`src/rtl/btn_sel_toggle_pkg.sv`:
```
// Shared definitions for the push-button select conditioner.
// Holds the debounce FSM state encodings and the board default debounce length.
package btn_sel_toggle_pkg;

    localparam logic [1:0] IDLE  = 2'd0;
    localparam logic [1:0] PWAIT = 2'd1;
    localparam logic [1:0] HELD  = 2'd2;
    localparam logic [1:0] RWAIT = 2'd3;

    // 10 ms at a 100 MHz system clock.
    localparam int unsigned DEB_CYCLES_100MHZ = 1000000;

    function automatic logic is_pressed_state(input logic [1:0] st);
        return (st == HELD) || (st == RWAIT);
    endfunction

endpackage

```
`src/rtl/btn_sel_toggle_sync.sv`:
```
// Reusable two-flop synchroniser for a single asynchronous input bit.
// Both stages clear on a synchronous active-high reset.
module sync_2ff (
    input  logic clk,
    input  logic rst,
    input  logic d,
    output logic q
);

    logic s1_q;
    logic s2_q;

    always_ff @(posedge clk) begin
        if (rst) begin
            s1_q <= 1'b0;
            s2_q <= 1'b0;
        end else begin
            s1_q <= d;
            s2_q <= s1_q;
        end
    end

    assign q = s2_q;

endmodule

```
`src/rtl/btn_sel_toggle.sv`:
```
// Push-button to mux-select conditioner: synchronise, debounce, toggle sel_out per press.
// All outputs are registered; btn_in reaches them only through the synchroniser.
//
//   state | meaning
//   IDLE  | button released and stable
//   PWAIT | press seen, counting stable-high cycles
//   HELD  | press accepted, button held
//   RWAIT | release seen, counting stable-low cycles
module btn_sel_toggle
    import btn_sel_toggle_pkg::*;
#(
    parameter int unsigned DEB_CYCLES = DEB_CYCLES_100MHZ,
    parameter int unsigned CNT_W      = 20,
    parameter logic        SEL_RST    = 1'b0
) (
    input  logic clk,
    input  logic rst,
    input  logic btn_in,
    output logic sel_out,
    output logic press_pulse,
    output logic btn_stable
);

    localparam logic [CNT_W-1:0] CNT_LAST = CNT_W'(DEB_CYCLES - 1);

    logic             btn_sync;
    logic [1:0]       state_q,  state_d;
    logic [CNT_W-1:0] cnt_q,    cnt_d;
    logic             sel_q,    sel_d;
    logic             pulse_q,  pulse_d;
    logic             stable_q, stable_d;

    sync_2ff u_sync (
        .clk (clk),
        .rst (rst),
        .d   (btn_in),
        .q   (btn_sync)
    );

    always_comb begin
        state_d = state_q;
        cnt_d   = cnt_q;
        sel_d   = sel_q;
        pulse_d = 1'b0;
        case (state_q)
            IDLE: begin
                if (btn_sync) begin
                    state_d = PWAIT;
                    cnt_d   = '0;
                end
            end
            PWAIT: begin
                if (!btn_sync) begin
                    state_d = IDLE;
                    cnt_d   = '0;
                end else if (cnt_q == CNT_LAST) begin
                    state_d = HELD;
                    cnt_d   = '0;
                    pulse_d = 1'b1;
                    sel_d   = ~sel_q;
                end else begin
                    cnt_d = cnt_q + CNT_W'(1);
                end
            end
            HELD: begin
                if (!btn_sync) begin
                    state_d = RWAIT;
                    cnt_d   = '0;
                end
            end
            RWAIT: begin
                // A high sample here is release bounce; go back without touching sel.
                if (btn_sync) begin
                    state_d = HELD;
                    cnt_d   = '0;
                end else if (cnt_q == CNT_LAST) begin
                    state_d = IDLE;
                    cnt_d   = '0;
                end else begin
                    cnt_d = cnt_q + CNT_W'(1);
                end
            end
            default: begin
                state_d = IDLE;
                cnt_d   = '0;
            end
        endcase
        stable_d = is_pressed_state(state_d);
    end

    always_ff @(posedge clk) begin
        if (rst) begin
            state_q  <= IDLE;
            cnt_q    <= '0;
            sel_q    <= SEL_RST;
            pulse_q  <= 1'b0;
            stable_q <= 1'b0;
        end else begin
            state_q  <= state_d;
            cnt_q    <= cnt_d;
            sel_q    <= sel_d;
            pulse_q  <= pulse_d;
            stable_q <= stable_d;
        end
    end

    assign sel_out     = sel_q;
    assign press_pulse = pulse_q;
    assign btn_stable  = stable_q;

endmodule
```
`config.mk`:
```
export PLATFORM = sky130hd
export DESIGN_NAME = btn_sel_toggle
export DESIGN_NICKNAME = d
export VERILOG_FILES = /design/src/rtl/btn_sel_toggle_pkg.sv /design/src/rtl/btn_sel_toggle_sync.sv /design/src/rtl/btn_sel_toggle.sv
export SDC_FILE = /design/constraint.sdc
export NUM_CORES = 1
export LEC_CHECK = 0
export ABC_AREA = 1
export ABC_CLOCK_PERIOD_IN_PS = 4200
export CAP_MARGIN = 15
export CORE_MARGIN = 2
export CORE_UTILIZATION = 50
export DETAILED_ROUTE_END_ITERATION = 16
export DONT_BUFFER_PORTS = 1
export PLACE_DENSITY_LB_ADDON = 0.15
export SLEW_MARGIN = 20
export SYNTH_ARGS = -nofsm -noshare
export SYNTH_HDL_FRONTEND = slang
export SYNTH_SLANG_ARGS = --single-unit
```
`constraint.sdc`:
```
create_clock -name clk -period 4.2 [get_ports clk]
set_input_delay 0.84 -clock clk [delete_from_list [all_inputs] [get_ports clk]]
set_output_delay 0.84 -clock clk [all_outputs]
set_load 0.02 [all_outputs]
```
==> metrics <==
M1 GR Usage approximately 30%; Hold Path Class reg -> reg; number of synthesized flops with an enable pin 0; synth unique cells 29; Worst-Skew Late Latency 0.34 ns; Post-Syn Instances 237; Net count, final 242; DR vias 1389; register area share after synthesis 33.1%; Slew Limit Fails 0; CP arrival 0.85 ns; Internal Power 297 uW; synth top area cells dfxtp_1, nand2_1, nor2_1; Clock transition at path regs 0.16 ns; initial drt markers 77; met2 Usage GRT 29.3%; Reg area roughly 540 sq um; Synth Warn # 0; Top Ports 6; die width between 60 and 70 microns; setup TNS 0 ns; pin count of the biggest net entering global routing 21; Max Cap Viol 0; core area 0.00308 sq mm; Root Buffer Master clkbuf_4; Pre-antenna DRT Iters 4; power density cells 231 mW/mm^2; DRC 0; sequential power share 66.2%; Non-Filler Instances 281; fraction of registers with async set/reset 0%; Routed Antenna Nets 0; DP Cell Count around 280; Synth area leader dfxtp_1; slew margin rel. 80.3%; GR Layer Usage met3 3.15%; clock sinks 27; clk_skew ~0.0050 ns; Area growth syn-to-layout 3.29%; Final Util 54.9%; filler cell count in the final layout 308; Setup crit end kind primary output; multi-input logic area 948 sq um; Initial Util a little over half; fin crit period 1.69 ns; Final Hold Slack approximately 0.41 ns; Setup Viol. Count Final 0; layout cells sized above 1 around a fifth; cts-stage hold buffer count 0; CTS max path bufs 2; GR peak layer met1; Synth top area share 33.1%; Worst Tran Pin Value just under 0.3 ns; Total Routed Length between 3000 and 4000 microns; WS Path Type reg -> out; CP max FO 3; CP Launch Type register; TritonCTS clock tree built; Die Ht 61.2 microns; Fin. Hold Viols 0; cell area after synthesis approximately 0.0016 sq mm; Critical Path RT 3.36 ns; Port Buf Inserts 0; fmax 592 MHz; post-cts resize count 0; switching pwr 93.4 uW; syn avg cell area 6.90 sq um; WL/cell 11.6 microns; Core Rows 20; FF+latch count, synth 27; overflow left after global routing 0; combinational power share 2.7%; GP Congestion 0.937; antenna cells 0; routed vias/inst 4.94; Sw Share roughly a quarter; peak supply drop 0.000131 V; DP Area 0.00166 sq mm; top cells by count, synth nand2_1, dfxtp_1, nor2_1, inv_1, nand2_2; clock power share 31.1%; finished layout cell area 0.00169 sq mm; vias in the first global route approximately 1200; setup bufs post-CTS 0; first-pass GRT wire length 5610 microns; P_leak between 0.5 and 0.6 nW; Primary FF master, synth dfxtp_1; cell with the most instances after synthesis nand2_1; die area 0.00374 sq mm; TritonCTS buffer count 3; hpwl dp 2440 microns; H-tree depth 1; syn nets 241; GRT Total Usage 20.2%; initial antenna violation count 0; RSZ-0062 raised after global routing no; final clock period utilization by the worst path 40.2%; status complete, no violations
logic make-up (layout without fill, tap and decap cells):
logic type / Yosys count / in the layout / share of synthesized area (%)
AOI/OAI and AO/OA: 24 / 24 / 9.64
DFF: 27 / 27 / 33.1
xor gates and xnor gates: 9 / 9 / 4.82
and+or+nand+nor: 143 / 143 / 42.8
buffers and inverters: 33 / 33 / 8.95
adders and majority gates: 1 / 1 / 0.765
cell usage in the layout, fill, tap and decap left out:
| cell | instances |
|---|---|
| xor2_1 | 8 |
| nor2_4 | 2 |
| nand4_1 | 9 |
| nand3b_1 | 1 |
| o21ai_0 | 6 |
| dfxtp_1 | 27 |
| xnor2_1 | 1 |
| ha_1 | 1 |
| nor2_8 | 1 |
| nand2_2 | 14 |
| clkinv_1 | 1 |
| nand3_1 | 13 |
| inv_1 | 22 |
| or2_1 | 1 |
| buf_4 | 1 |
| nand3_2 | 1 |
| nand3_4 | 1 |
| nand2_4 | 1 |
| a21oi_2 | 10 |
| nor3_1 | 3 |
| inv_2 | 4 |
| nand2_1 | 63 |
| clkbuf_4 | 3 |
| nor4_1 | 1 |
| inv_4 | 1 |
| clkinvlp_4 | 1 |
| nor2_2 | 7 |
| a21oi_1 | 8 |
| nor2_1 | 25 |
power groups by stage:
stage               combinational [mW]  sequential [mW]  clock (mW)
finish                          0.0105            0.258       0.121
global placement                0.0108            0.264           0
global route                    0.0119            0.259       0.132
floorplan                       0.0114            0.264           0
detailed placement              0.0106            0.264           0
CTS                             0.0106            0.258       0.126
layout make-up:
class / count / area share (%)
clock buffers: 3 / 1.33
clock inverters: 1 / 0.444
inverters: 28 / 6.37
multi-input cells: 177 / 56.1
flip-flops and latches: 27 / 32.0
well taps: 44 / 3.26
repair buffers: 1 / 0.444
final timing paths:
check | from | to | slack, ns | cells past startpoint
setup / recovery | sel_out | sel_out | 2.51 | 0
hold / removal | u_sync.s1_q | u_sync.q | 0.41 | 2
setup reg to reg | cnt_q[1] | btn_stable | 2.68 | 9
hold reg to reg | u_sync.s1_q | u_sync.q | 0.41 | 2
registers in the layout, summed over array words and instances (netlist names):
signal,count
u_sync.q,1
sel_out,1
btn_stable,1
cnt_q,20
state_q,2
press_pulse,1
u_sync.s1_q,1
layer usage:
metal / vias to the layer above / share of wire [%]
li1: 753 / -
met1: 604 / 52
met2: 27 / 42
met3: 5 / 3.4
met4: 0 / 1.7
met5: - / 0
stage by stage:
stage / total power, mW / worst slack [ns]
after floorplan: 0.275 / 2.67
after global placement: 0.275 / 2.73
after detailed placement: 0.274 / 2.70
after CTS: 0.395 / 2.51
after global routing: 0.403 / 2.48
final: 0.390 / 2.51
(Power assumes the default switching activity.)
